--- src/rtl/ccd_reader_pkg.sv ---
// Shared types and defaults for the linear-CCD dark-run reader.
// Build option: CCD_READER_MIN_WIDTH_EN enables rejection of short dark runs.
package ccd_reader_pkg;

  localparam int DEF_PIX_W      = 11;
  localparam int DEF_NUM_PIXELS = 1536;
  localparam int DEF_MIN_WIDTH  = 4;

  // Reported when a line contains no dark pixel at all.
  localparam logic [DEF_PIX_W-1:0] NO_EDGE = '1;

  typedef enum logic {
    IDLE = 1'b0,
    SCAN = 1'b1
  } state_t;

  typedef struct packed {
    state_t                 state;
    logic [DEF_PIX_W-1:0]   pix_cnt;
    logic                   found;
    logic                   closed;
  } ccd_dbg_t;

endpackage

--- src/rtl/ccd_reader_if.sv ---
// Signal bundle between the CCD timing generator (master) and the reader (slave).
interface ccd_reader_if
  import ccd_reader_pkg::*;
#(
  parameter int PIX_W = DEF_PIX_W
);
  // Strobes are level pulses with no ready/backpressure; data_out_valid is a
  // one-clock qualifier and data_out is only meaningful on that cycle.
  logic             data_in;
  logic             en_pulse;
  logic             sh_pulse;
  logic             ccd_pulse;
  logic [PIX_W-1:0] data_out;
  logic             data_out_valid;

  modport master (
    output data_in, en_pulse, sh_pulse, ccd_pulse,
    input  data_out, data_out_valid
  );

  modport slave (
    input  data_in, en_pulse, sh_pulse, ccd_pulse,
    output data_out, data_out_valid
  );

endinterface

--- src/rtl/ccd_sync_edge.sv ---
// Two-flop synchronizer with an optional registered rising-edge detector.
module ccd_sync_edge #(
  parameter bit EDGE_EN = 1'b1
) (
  input  logic clk,
  input  logic rst_n,
  input  logic async_i,
  output logic sync_o,
  output logic rise_o
);

  logic [1:0] meta_q;

  always_ff @(posedge clk or negedge rst_n) begin
    if (!rst_n) begin
      meta_q <= 2'b00;
    end else begin
      meta_q <= {meta_q[0], async_i};
    end
  end

  assign sync_o = meta_q[1];

  generate
    if (EDGE_EN) begin : g_edge
      logic dly_q;
      logic rise_q;

      always_ff @(posedge clk or negedge rst_n) begin
        if (!rst_n) begin
          dly_q  <= 1'b0;
          rise_q <= 1'b0;
        end else begin
          dly_q  <= meta_q[1];
          rise_q <= meta_q[1] & ~dly_q;
        end
      end

      assign rise_o = rise_q;
    end else begin : g_no_edge
      assign rise_o = 1'b0;
    end
  endgenerate

endmodule

--- src/rtl/ccd_reader.sv ---
// Finds the first dark run of each CCD line and reports its centre pixel.
// Build option: CCD_READER_MIN_WIDTH_EN discards runs shorter than MIN_WIDTH.
module ccd_reader
  import ccd_reader_pkg::*;
#(
  parameter int PIX_W      = DEF_PIX_W,
  parameter int NUM_PIXELS = DEF_NUM_PIXELS
`ifdef CCD_READER_MIN_WIDTH_EN
  , parameter int MIN_WIDTH = DEF_MIN_WIDTH
`endif
) (
  input  logic         clk,
  input  logic         rst_n,
  ccd_reader_if.slave  bus,
  output ccd_dbg_t     dbg_o
);

  localparam logic [PIX_W-1:0] CNT_MAX = PIX_W'(NUM_PIXELS);
  localparam logic [PIX_W-1:0] ONE     = PIX_W'(1);
`ifdef CCD_READER_MIN_WIDTH_EN
  localparam logic [PIX_W-1:0] MIN_W   = PIX_W'(MIN_WIDTH);
`endif

  logic data_s;
  logic sh_rise;
  logic ccd_rise;
  logic data_rise_unused;
  logic sh_sync_unused;
  logic ccd_sync_unused;

  ccd_sync_edge #(.EDGE_EN(1'b0)) u_sync_data (
    .clk     (clk),
    .rst_n   (rst_n),
    .async_i (bus.data_in),
    .sync_o  (data_s),
    .rise_o  (data_rise_unused)
  );

  ccd_sync_edge #(.EDGE_EN(1'b1)) u_sync_sh (
    .clk     (clk),
    .rst_n   (rst_n),
    .async_i (bus.sh_pulse),
    .sync_o  (sh_sync_unused),
    .rise_o  (sh_rise)
  );

  ccd_sync_edge #(.EDGE_EN(1'b1)) u_sync_ccd (
    .clk     (clk),
    .rst_n   (rst_n),
    .async_i (bus.ccd_pulse),
    .sync_o  (ccd_sync_unused),
    .rise_o  (ccd_rise)
  );

  state_t           state_q;
  logic [PIX_W-1:0] pix_cnt_q;
  logic [PIX_W-1:0] start_q;
  logic [PIX_W-1:0] stop_q;
  logic [PIX_W-1:0] data_out_q;
  logic             found_q;
  logic             closed_q;
  logic             valid_q;

  logic [PIX_W-1:0] stop_d;
  logic [PIX_W:0]   sum_d;
  logic [PIX_W-1:0] center_d;

  // An unclosed run ends at the last pixel actually sampled in this line.
  always_comb begin
    stop_d   = closed_q ? stop_q : (pix_cnt_q - ONE);
    sum_d    = {1'b0, start_q} + {1'b0, stop_d};
    center_d = found_q ? sum_d[PIX_W:1] : {PIX_W{1'b1}};
  end

  always_ff @(posedge clk or negedge rst_n) begin
    if (!rst_n) begin
      state_q    <= IDLE;
      pix_cnt_q  <= '0;
      start_q    <= '0;
      stop_q     <= '0;
      data_out_q <= '0;
      found_q    <= 1'b0;
      closed_q   <= 1'b0;
      valid_q    <= 1'b0;
    end else begin
      valid_q <= 1'b0;
      if (!bus.en_pulse) begin
        state_q   <= IDLE;
        pix_cnt_q <= '0;
        found_q   <= 1'b0;
        closed_q  <= 1'b0;
      end else begin
        case (state_q)
          IDLE: begin
            if (sh_rise) begin
              state_q   <= SCAN;
              pix_cnt_q <= '0;
              found_q   <= 1'b0;
              closed_q  <= 1'b0;
            end
          end
          SCAN: begin
            // sh_rise takes priority, so a coincident pixel strobe is lost.
            if (sh_rise) begin
              data_out_q <= center_d;
              valid_q    <= 1'b1;
              pix_cnt_q  <= '0;
              found_q    <= 1'b0;
              closed_q   <= 1'b0;
            end else if (ccd_rise && (pix_cnt_q < CNT_MAX)) begin
              if (!found_q && !data_s) begin
                start_q <= pix_cnt_q;
                found_q <= 1'b1;
              end
              if (found_q && !closed_q && data_s) begin
`ifdef CCD_READER_MIN_WIDTH_EN
                if ((pix_cnt_q - start_q) < MIN_W) begin
                  found_q <= 1'b0;
                end else begin
                  stop_q   <= pix_cnt_q - ONE;
                  closed_q <= 1'b1;
                end
`else
                stop_q   <= pix_cnt_q - ONE;
                closed_q <= 1'b1;
`endif
              end
              pix_cnt_q <= pix_cnt_q + ONE;
            end
          end
          default: state_q <= IDLE;
        endcase
      end
    end
  end

  assign bus.data_out       = data_out_q;
  assign bus.data_out_valid = valid_q;

  always_comb begin
    dbg_o         = '0;
    dbg_o.state   = state_q;
    dbg_o.pix_cnt = DEF_PIX_W'(pix_cnt_q);
    dbg_o.found   = found_q;
    dbg_o.closed  = closed_q;
  end

endmodule

--- src/flat_wrapper.sv ---
// flat-port wrapper written by rule: the top's interface ports become plain ports
module ccd_reader_flat import ccd_reader_pkg::*;
#(
  parameter int PIX_W      = DEF_PIX_W,
  parameter int NUM_PIXELS = DEF_NUM_PIXELS

)
  (clk, rst_n, dbg_o, bus_data_in, bus_en_pulse, bus_sh_pulse, bus_ccd_pulse, bus_data_out, bus_data_out_valid);
  ccd_reader_if #(.PIX_W(PIX_W)) bus_i ();
  input  logic clk;
  input  logic rst_n;
  output ccd_dbg_t dbg_o;
  input wire logic [$bits(bus_i.data_in)-1:0] bus_data_in;
  input wire logic [$bits(bus_i.en_pulse)-1:0] bus_en_pulse;
  input wire logic [$bits(bus_i.sh_pulse)-1:0] bus_sh_pulse;
  input wire logic [$bits(bus_i.ccd_pulse)-1:0] bus_ccd_pulse;
  output wire logic [$bits(bus_i.data_out)-1:0] bus_data_out;
  output wire logic [$bits(bus_i.data_out_valid)-1:0] bus_data_out_valid;
  assign bus_i.data_in = bus_data_in;
  assign bus_i.en_pulse = bus_en_pulse;
  assign bus_i.sh_pulse = bus_sh_pulse;
  assign bus_i.ccd_pulse = bus_ccd_pulse;
  assign bus_data_out = bus_i.data_out;
  assign bus_data_out_valid = bus_i.data_out_valid;
  ccd_reader #(.PIX_W(PIX_W), .NUM_PIXELS(NUM_PIXELS)) u_core (.clk(clk), .rst_n(rst_n), .bus(bus_i), .dbg_o(dbg_o));
endmodule
--- config.mk ---
export PLATFORM = sky130hd
export DESIGN_NAME = ccd_reader_flat
export DESIGN_NICKNAME = d
export VERILOG_FILES = /design/src/rtl/ccd_reader_pkg.sv /design/src/rtl/ccd_reader_if.sv /design/src/rtl/ccd_sync_edge.sv /design/src/rtl/ccd_reader.sv /design/src/flat_wrapper.sv
export SDC_FILE = /design/constraint.sdc
export NUM_CORES = 1
export LEC_CHECK = 0
export ABC_CLOCK_PERIOD_IN_PS = 3400
export CAP_MARGIN = 10
export CORE_MARGIN = 2
export CORE_UTILIZATION = 53
export CTS_CLUSTER_DIAMETER = 60
export CTS_CLUSTER_SIZE = 28
export DETAILED_ROUTE_END_ITERATION = 12
export PLACE_DENSITY = 0.75
export SETUP_SLACK_MARGIN = 0.15
export SYNTH_ARGS = -nofsm -noshare
export SYNTH_HDL_FRONTEND = slang
export SYNTH_HIERARCHICAL = 1
export SYNTH_SLANG_ARGS = --single-unit
--- constraint.sdc ---
create_clock -name clk -period 3.4 [get_ports clk]
set_input_delay 1.02 -clock clk [delete_from_list [all_inputs] [get_ports clk]]
set_output_delay 1.02 -clock clk [all_outputs]
set_load 0.005 [all_outputs]
### Word-level counts from Yosys, hierarchy flattened

Cells that the tools add are included.

* register bits: 58
* input port bits: 6
* output and inout bits: 26
* logic and storage cells: 65

* add/subtract/negate cells: 3
* magnitude comparators: 1
* eq/ne operators: 4
* mux-type cells: 23
* bitwise gates (word level): 6
* reduce and logical (&&, ||, !) cells: 13

Operators with widths (count)
* 2-to-1 mux 11 bit: 6
* case mux 11 bit (2 select lines): 1
* 2-to-1 mux 1 bit: 14
* adder 11 x 11 -> 12 bit: 1
* inequality test 4 bit, second input constant: 3
* adder 11 x 1 -> 11 bit, second input constant: 1
* less-than comparator 11 bit, second input constant: 1
* subtractor 11 x 1 -> 11 bit, second input constant: 1
* AND reduction 5 bit: 2
* AND reduction 3 bit: 3
* logical AND 1 bit: 4
* inverter 1 bit: 4
* case mux 1 bit (2 select lines): 2
* logical NOT 1 bit: 3
* inequality test 3 bit, second input constant: 1
* AND 1 bit: 2
* AND reduction 2 bit: 1

### Depth between registers and ports, before layout

Gate-level depths: netlist (run 1).

* depth in word-level cells: 8
* gate-level depth with buffers: 14
* gate-level depth less buffers: 13

### Cells and area by module

The synthesis (run 1) kept the hierarchy.

By module, submodules not included
* ccd_reader: instances 1, cells an instance 275, area an instance 2751.4 um^2, seq. area each 1201.2 um^2
* ccd_sync_edge (u_core.u_sync_ccd ...): instances 2, cells an instance 5, area an instance 113.9 um^2, seq. area each 100.1 um^2
* ccd_sync_edge (u_core.u_sync_data): instances 1, cells an instance 4, area an instance 61.3 um^2, seq. area each 50.0 um^2

### Least setup slack after synthesis (run 1)

No wires, ideal clock.

* path type: register -> register
* from: reg u_core.pix_cnt_q[0]
* to: reg u_core.data_out_q[7] (netlist: u_core/bus.data_out[7])
* setup time: 0.121 ns
* data arrival time: 2.814 ns
* required time: 3.279 ns
* path slack: 0.464 ns
* cell stages (with the launch flop): 15
* buffers on the path: 1
* period minus slack after synthesis: 2.936 ns
* cells stage by stage: dfrtp_1 > buf_2 > inv_1 > ha_1 > inv_1 > or3_1 > xnor2_1 > mux2_2 > ha_1 > a21o_1 > a31oi_1 > o21ai_1 > a21boi_1 > xnor2_1 > o22a_1

* cells in the longest elaborated chain, start to end: 4

RTL lines
* from (decl): line ccd_reader.sv:56 `logic [PIX_W-1:0] pix_cnt_q;`
* from (signal assigned): line ccd_reader.sv:128 `pix_cnt_q <= pix_cnt_q + ONE;`
* subtractor 11 x 1 -> 11 bit: line ccd_reader.sv:70 `stop_d = closed_q ? stop_q : (pix_cnt_q - ONE);`
* 2-to-1 mux 11 bit: line ccd_reader.sv:70
* adder 11 x 11 -> 12 bit: line ccd_reader.sv:71 `sum_d = {1'b0, start_q} + {1'b0, stop_d};`
* 2-to-1 mux 11 bit: line ccd_reader.sv:72 `center_d = found_q ? sum_d[PIX_W:1] : {PIX_W{1'b1}};`
* to (signal assigned): line ccd_reader.sv:105 `data_out_q <= center_d;`
* to (decl): line ccd_reader.sv:59 `logic [PIX_W-1:0] data_out_q;`

No other way between the ends.
A chain may end at the register's enable or synchronous reset.

### Final worst setup path (run 1)

* from: reg u_core.pix_cnt_q[5]
* to: reg u_core.data_out_q[8] (netlist: u_core/bus.data_out[8])

Same word-level chain as after synthesis.

==> impl_metrics.sql, run 1 <==
INSERT INTO impl_metrics (metric_group, metric, value, unit) VALUES
('status', 'outcome', 'completed', ''),
('clock_network', 'cts_tree', 'yes', ''),
('timing', 'report.final.slew_viol_count', '0', ''),
('clock_network', 'cts.sink_count', '58', ''),
('synth', 'synth_fp_nets', '307', ''),
('timing', 'layout_min_cycle_time', '3.06', 'ns'),
('worst_setup_path', 'worstRegToRegCells', '11', ''),
('power_and_ir_drop', 'pwr_density', '442', 'nW/um^2'),
('global_routing', 'grt_pass1_wl', '9.80', 'mm'),
('clock_network', 'cts_hold_repair.buffers', '0', ''),
('layout', 'n_antenna_cell', '0', ''),
('worst_hold_path', 'min_path_type', 'reg -> reg', ''),
('worst_setup_path', 'worstPathArrival', '3.29', 'ns'),
('clock_network', 'ctsRootBufferMaster', 'sky130_fd_sc_hd__clkbuf_8', ''),
('worst_hold_path', 'min_delay_path_depth', '0', ''),
('timing', 'layout_skew', '0.00872', 'ns'),
('routing', 'num_vias', '2178', ''),
('global_routing', 'first_global_vias', '2125', ''),
('layout', 'layout-drive-gt1-share', '17.0', '%'),
('global_routing', 'maximum_number_of_pins_on_one_net_before_global_route_repair', '59', ''),
('floorplanning', 'initial_core_util', '55.0', '%'),
('clock_network', 'h-tree-depth', '3', ''),
('worst_setup_path', 'worstSetupEndpointType', 'flip-flop', ''),
('clock_network', 'post_cts_sizing', '0', ''),
('timing', 'max_slew.worst_pin.slew', '0.717', 'ns'),
('timing', 'hold_viol', '0', ''),
('floorplanning', 'num_io_pins', '32', ''),
('clock_network', 'worst_skew_pair.late_latency', '0.33', 'ns'),
('routing', 'routed_wl', '5.81', 'mm'),
('worst_setup_path', 'worst_path_fanout_max', '7', ''),
('routing', 'detail_route.iter0.violations', '93', ''),
('global_routing', 'grt_util_all_layers', '20.4', '%'),
('worst_setup_path', 'slowest_delay', '0.58', 'ns'),
('worst_setup_path', 'worst_setup_path_start_kind', 'flip-flop', ''),
('timing', 'setup_viol_count_final', '0', ''),
('worst_setup_path', 'timing.critical_path.max_delay_family', 'simple AND/OR/NAND/NOR gates', ''),
('timing', 'setup_total_negative_slack', '0', 'ns'),
('timing', 'rsz0062_at_grt', 'false', ''),
('placement', 'dp.final_hpwl', '4.08', 'mm'),
('timing', 'fin_worst_hold_slack', '0.349', 'ns'),
('worst_setup_path', 'path_buf_inv', '0', ''),
('flow_run', 'max-cap-violations', '0', ''),
('clock_network', 'cts_post_setup_buffers_inserted', '0', ''),
('routing', 'detail_route.wl_per_cell', '14.7', 'um'),
('synth', 'postSynthAreaPerCell', '10.6', 'um^2'),
('timing', 'achievable-frequency', '326', 'MHz'),
('layout', 'num-nets-final', '339', ''),
('placement', 'gpl.final_weighted_congestion', '0.826', ''),
('synth', 'yosys_warnings', '6', ''),
('floorplanning', 'core_area', '5510', 'um^2'),
('floorplanning', 'floorplan.rows', '27', ''),
('layout', 'area_delta_synth_final', '19.7', '%'),
('global_routing', 'global_route.overflow_total', '0', ''),
('worst_setup_path', 'required', '3.62', 'ns'),
('floorplanning', 'fp.dieW', '79.6', 'um'),
('power_and_ir_drop', 'ir_worst_vdd', '0.285', 'mV'),
('timing', 'slew_headroom', '52.2', '%'),
('synth', 'syn_inst', '287', ''),
('worst_setup_path', 'critical_path_class', 'reg -> reg', ''),
('clock_network', 'cts_clock_pin_slew_for_the_worst_setup_and_hold_paths', '0.07', 'ns'),
('floorplanning', 'dieArea', '6340', 'um^2'),
('timing', 'timing.final.crit_share', '90.1', '%'),
('clock_network', 'max-clock-path-buffers', '2', ''),
('floorplanning', 'fp.dieH', '79.6', 'um'),
('synth', 'synthesis.area', '3030', 'um^2'),
('worst_setup_path', 'critical_path_cell_by_cell', 'or4_4 -> nor3_4 -> nand2_2 -> xnor2_1 -> mux2_2 -> ha_1 -> nand2_1 -> a2111oi_2 -> nor2_1 -> mux2i_1 -> nor2_1', ''),
('clock_network', 'cts-buffers-inserted', '9', ''),
('routing', 'detail_route.first_pass.iterations', '4', ''),
('power_and_ir_drop', 'p_leak', '1.67', 'nW'),
('layout', 'layout.core_utilization', '65.8', '%'),
('routing', 'viasPerCell', '5.50', ''),
('routing', 'drc', '0', ''),
('worst_setup_path', 'worst-r2r-setup-slack', '0.34', 'ns'),
('placement', 'buffers_added_on_ports', '31', ''),
('worst_setup_path', 'critical_path_depth', '11', ''),
('worst_setup_path', 'cpMaxStageDelayCell', 'sky130_fd_sc_hd__or4_4', ''),
('routing', 'detail-route-antenna-nets', '0', ''),
('global_routing', 'grt_antenna_before_repair', '0', ''),
('worst_setup_path', 'crit_top_cell', 'sky130_fd_sc_hd__nor2_1', '');
## registers in the layout (all words and copies together) (netlist names)
name,flops
u_core/u_sync_sh/g_edge.dly_q,1
u_core/start_q,11
u_core/u_sync_sh/rise_o,1
u_core/u_sync_ccd/meta_q,2
u_core/u_sync_data/meta_q,2
u_core/u_sync_sh/meta_q,2
u_core/stop_q,11
u_core/u_sync_ccd/g_edge.dly_q,1
u_core/u_sync_ccd/rise_o,1
u_core/closed_q,1
u_core/pix_cnt_q,11
u_core/state_q,1
u_core/bus.data_out,11
u_core/found_q,1
u_core/bus.data_out_valid,1
## where the power goes
group / internal (mW) / leakage, nW / total [mW] / switching (mW)
clock: 0.410 / 0.105 / 0.694 / 0.284
combinational: 0.0970 / 0.817 / 0.159 / 0.0616
sequential: 0.730 / 0.743 / 0.750 / 0.0202
## path summary, 6_finish.rpt
kind	startpoint	to
min in group asynchronous	rst_n	u_core/bus.data_out[0]
max in group asynchronous	rst_n	u_core/pix_cnt_q[4]
setup / recovery	u_core/pix_cnt_q[5]	u_core/bus.data_out[8]
hold / removal	u_core/u_sync_sh/meta_q[0]	u_core/u_sync_sh/meta_q[1]
setup reg to reg	u_core/pix_cnt_q[5]	u_core/bus.data_out[8]
hold reg to reg	u_core/u_sync_sh/meta_q[0]	u_core/u_sync_sh/meta_q[1]
## per-layer routing
layer	share of wire [%]	wire, um	global-route usage [%]
met1	48	2810	27.3
met3	4.5	262	6.00
met5	0	0	0
met2	45	2630	31.5
met4	1.8	104	7.93
## final cells by class
class / count / area, um^2
clock buffer: 9 / 124
clock inverter: 7 / 93.8
fill: 430 / 1880
inverter: 7 / 26.3
multi-input combinational: 203 / 1460
sequential: 58 / 1450
tap: 72 / 90.1
timing repair buffer: 40 / 373
## placed cells by master (no fill, tap or decap), drive strengths merged, types with 3 or more instances in the layout
master,instances
a21o,5
clkinv,3
a31oi,5
nor2,18
ha,13
nor3,7
xor2,13
inv,7
a211oi,3
nor2b,3
nand3,6
o22a,5
a21oi,11
buf,10
nand4,3
or3,5
clkdlybuf4s50,30
dfrtp,58
clkbuf,9
mux2,22
o21ai,9
xnor2,9
nand2,43
## metrics by stage
stage / power (mW) / worst slack, ns / area [um^2] / instances
5_1_grt: 1.67 / 0.135 / 3620 / 396
2_1_floorplan: 0.832 / 0.464 / 3030 / 287
4_1_cts: 1.62 / 0.214 / 3610 / 396
3_3_place_gp: 0.921 / 0.368 / 3390 / 380
6_report: 1.60 / 0.336 / 3620 / 396
3_5_place_dp: 0.924 / 0.229 / 3390 / 380
No activity file was read; power rests on OpenSTA's default activity.
==> run 2: changes to the inputs <==
- PLACE_DENSITY: 0.75 -> 0.76
==> run 2 against run 1 <==
  * Via count shrank 0.37%
  * First-iteration DRC count rose by 16%
  * Worst hold slack improved by 0.0014 ns
  * Flip-flop and latch count unchanged
  * Utilization is 0.11 points higher
  * Critical endpoint is now u_core/bus.data_out[7]
  * Largest cell class unchanged
  * Highest routed layer unchanged
  * Power rose by 0.43%
==> impl_metrics.sql, run 2 (synthesized netlist as in run 1, its figures left out) <==
INSERT INTO impl_metrics (metric_group, metric, value, unit) VALUES
('placement', 'place_ws', '0.317', 'ns'),
('clock_network', 'cts-buffers-inserted', '9', ''),
('routing', 'routed_wl', '6.26', 'mm'),
('routing', 'num_vias', '2170', ''),
('global_routing', 'grt_pass1_wl', '10.5', 'mm'),
('timing', 'layout_min_cycle_time', '3.04', 'ns'),
('timing', 'layout_skew', '0.00514', 'ns'),
('worst_setup_path', 'worst_setup_path_start_kind', 'flip-flop', ''),
('clock_network', 'h-tree-depth', '3', ''),
('clock_network', 'ctsRootBufferMaster', 'sky130_fd_sc_hd__clkbuf_8', ''),
('clock_network', 'worst_skew_pair.late_latency', '0.34', 'ns'),
('floorplanning', 'fp.dieW', '79.6', 'um'),
('power_and_ir_drop', 'pwr_density', '443', 'nW/um^2'),
('routing', 'detail-route-antenna-nets', '0', ''),
('worst_hold_path', 'min_path_type', 'reg -> reg', ''),
('global_routing', 'maximum_number_of_pins_on_one_net_before_global_route_repair', '30', ''),
('floorplanning', 'core_area', '5510', 'um^2'),
('layout', 'layout.cells.most_common_list', '56 x sky130_fd_sc_hd__dfrtp_1, 42 x sky130_fd_sc_hd__nand2_1, 30 x sky130_fd_sc_hd__clkdlybuf4s50_1, 18 x sky130_fd_sc_hd__nor2_1', ''),
('layout', 'mostFrequentLayoutCell', 'sky130_fd_sc_hd__dfrtp_1', ''),
('routing', 'viasPerCell', '5.47', ''),
('placement', 'post-place-cells', '381', ''),
('timing', 'slew_headroom', '57.3', '%'),
('layout', 'layout-drive-gt1-share', '17.2', '%'),
('clock_network', 'cts_post_setup_buffers_inserted', '0', ''),
('power_and_ir_drop', 'ir_worst_vdd', '0.288', 'mV'),
('floorplanning', 'fp.dieH', '79.6', 'um'),
('placement', 'placedInstanceArea', '3400', 'um^2'),
('power_and_ir_drop', 'p_leak', '1.67', 'nW'),
('layout', 'n_antenna_cell', '0', ''),
('status', 'outcome', 'completed', ''),
('clock_network', 'cts_tree', 'yes', ''),
('worst_setup_path', 'worstSetupEndpointType', 'flip-flop', ''),
('worst_setup_path', 'worst_path_fanout_max', '6', ''),
('floorplanning', 'floorplan.rows', '27', ''),
('global_routing', 'grt_util_all_layers', '22.1', '%'),
('clock_network', 'cts.sink_count', '58', ''),
('power_and_ir_drop', 'finalPower', '1.61', 'mW'),
('timing', 'final_critical_path_setup_slack', '0.356', 'ns'),
('placement', 'buffers_added_on_ports', '31', ''),
('global_routing', 'grt_antenna_before_repair', '0', ''),
('timing', 'timing.final.crit_share', '89.5', '%'),
('timing', 'report.final.slew_viol_count', '0', ''),
('clock_network', 'cts_clock_pin_slew_for_the_worst_setup_and_hold_paths', '0.07', 'ns'),
('routing', 'detail_route.first_pass.iterations', '4', ''),
('flow_run', 'max-cap-violations', '0', ''),
('timing', 'fin_worst_hold_slack', '0.350', 'ns'),
('timing', 'max_slew.worst_pin.slew', '0.641', 'ns'),
('layout', 'final_cells', '397', ''),
('timing', 'achievable-frequency', '328', 'MHz'),
('floorplanning', 'num_io_pins', '32', ''),
('worst_setup_path', 'worstPathArrival', '3.27', 'ns'),
('worst_setup_path', 'critical_path_class', 'reg -> reg', ''),
('routing', 'detail_route.iter0.violations', '108', ''),
('placement', 'dp.final_hpwl', '4.29', 'mm'),
('worst_setup_path', 'required', '3.62', 'ns'),
('timing', 'rsz0062_at_grt', 'false', ''),
('placement', 'gpl.final_weighted_congestion', '0.863', ''),
('layout', 'final_design_area_no_fill', '3630', 'um^2'),
('routing', 'detail_route.wl_per_cell', '15.8', 'um'),
('layout', 'area_delta_synth_final', '19.9', '%'),
('routing', 'drc', '0', ''),
('global_routing', 'global_route.overflow_total', '0', ''),
('timing', 'hold_viol', '0', ''),
('clock_network', 'max-clock-path-buffers', '2', ''),
('timing', 'setup_viol_count_final', '0', ''),
('floorplanning', 'initial_core_util', '55.0', '%'),
('layout', 'num-nets-final', '340', ''),
('timing', 'setup_total_negative_slack', '0', 'ns'),
('floorplanning', 'dieArea', '6340', 'um^2'),
('layout', 'layout.core_utilization', '65.9', '%'),
('global_routing', 'first_global_vias', '2091', '');
run 2: per-layer routing:
metal  global-route usage (%)  up-vias  wire, um
met1                     30.0     1040      2930
li1                         -     1061         -
met5                        0        -         0
met2                     33.9       57      2950
met3                     5.20       12       270
met4                     9.31        0       116
run 2: report_power, final:
group	switching [mW]	total (mW)	internal, mW
registers	0.0207	0.751	0.730
logic	0.0638	0.162	0.0980
clock network	0.287	0.698	0.410
total	0.372	1.61	1.24
run 2: timing repair:
item                       in CTS  in global routing
resized for setup               0                  7
hold buffers                    0                  0
setup endpoints to repair       0                  5
run 2: worst max-delay path: stages, from the launching register on:
cell and delay (ns):
sky130_fd_sc_hd__dfrtp_1 0.38, sky130_fd_sc_hd__inv_1 0.10, sky130_fd_sc_hd__ha_2 0.23, sky130_fd_sc_hd__inv_1 0.07
sky130_fd_sc_hd__or3_1 0.32, sky130_fd_sc_hd__xnor2_1 0.16, sky130_fd_sc_hd__mux2_2 0.28, sky130_fd_sc_hd__ha_1 0.36
sky130_fd_sc_hd__a21o_1 0.23, sky130_fd_sc_hd__a31oi_1 0.21, sky130_fd_sc_hd__o21ai_1 0.16, sky130_fd_sc_hd__a21boi_1 0.19
sky130_fd_sc_hd__xnor2_1 0.09, sky130_fd_sc_hd__o22a_1 0.16
run 2: cell type report:
class                      count  area [um^2]
clock buffer                   9          124
clock inverter                 7         93.8
fill                         436         1880
inverter                       7         26.3
multi-input combinational    203         1460
sequential                    58         1450
tap                           72         90.1
timing repair buffer          41          380
run 2: final timing paths:
check | startpoint | endpoint | slack, ns | depth (start not counted)
worst max-delay path | u_core/pix_cnt_q[0] | u_core/bus.data_out[7] | 0.36 | 13
worst min-delay path | u_core/u_sync_data/meta_q[0] | u_core/u_sync_data/meta_q[1] | 0.35 | 0
worst max register to register | u_core/pix_cnt_q[0] | u_core/bus.data_out[7] | 0.36 | 13
worst min register to register | u_core/u_sync_data/meta_q[0] | u_core/u_sync_data/meta_q[1] | 0.35 | 0
max in group asynchronous | rst_n | u_core/pix_cnt_q[4] | 2.00 | 2
min in group asynchronous | rst_n | u_core/bus.data_out[1] | 0.70 | 1
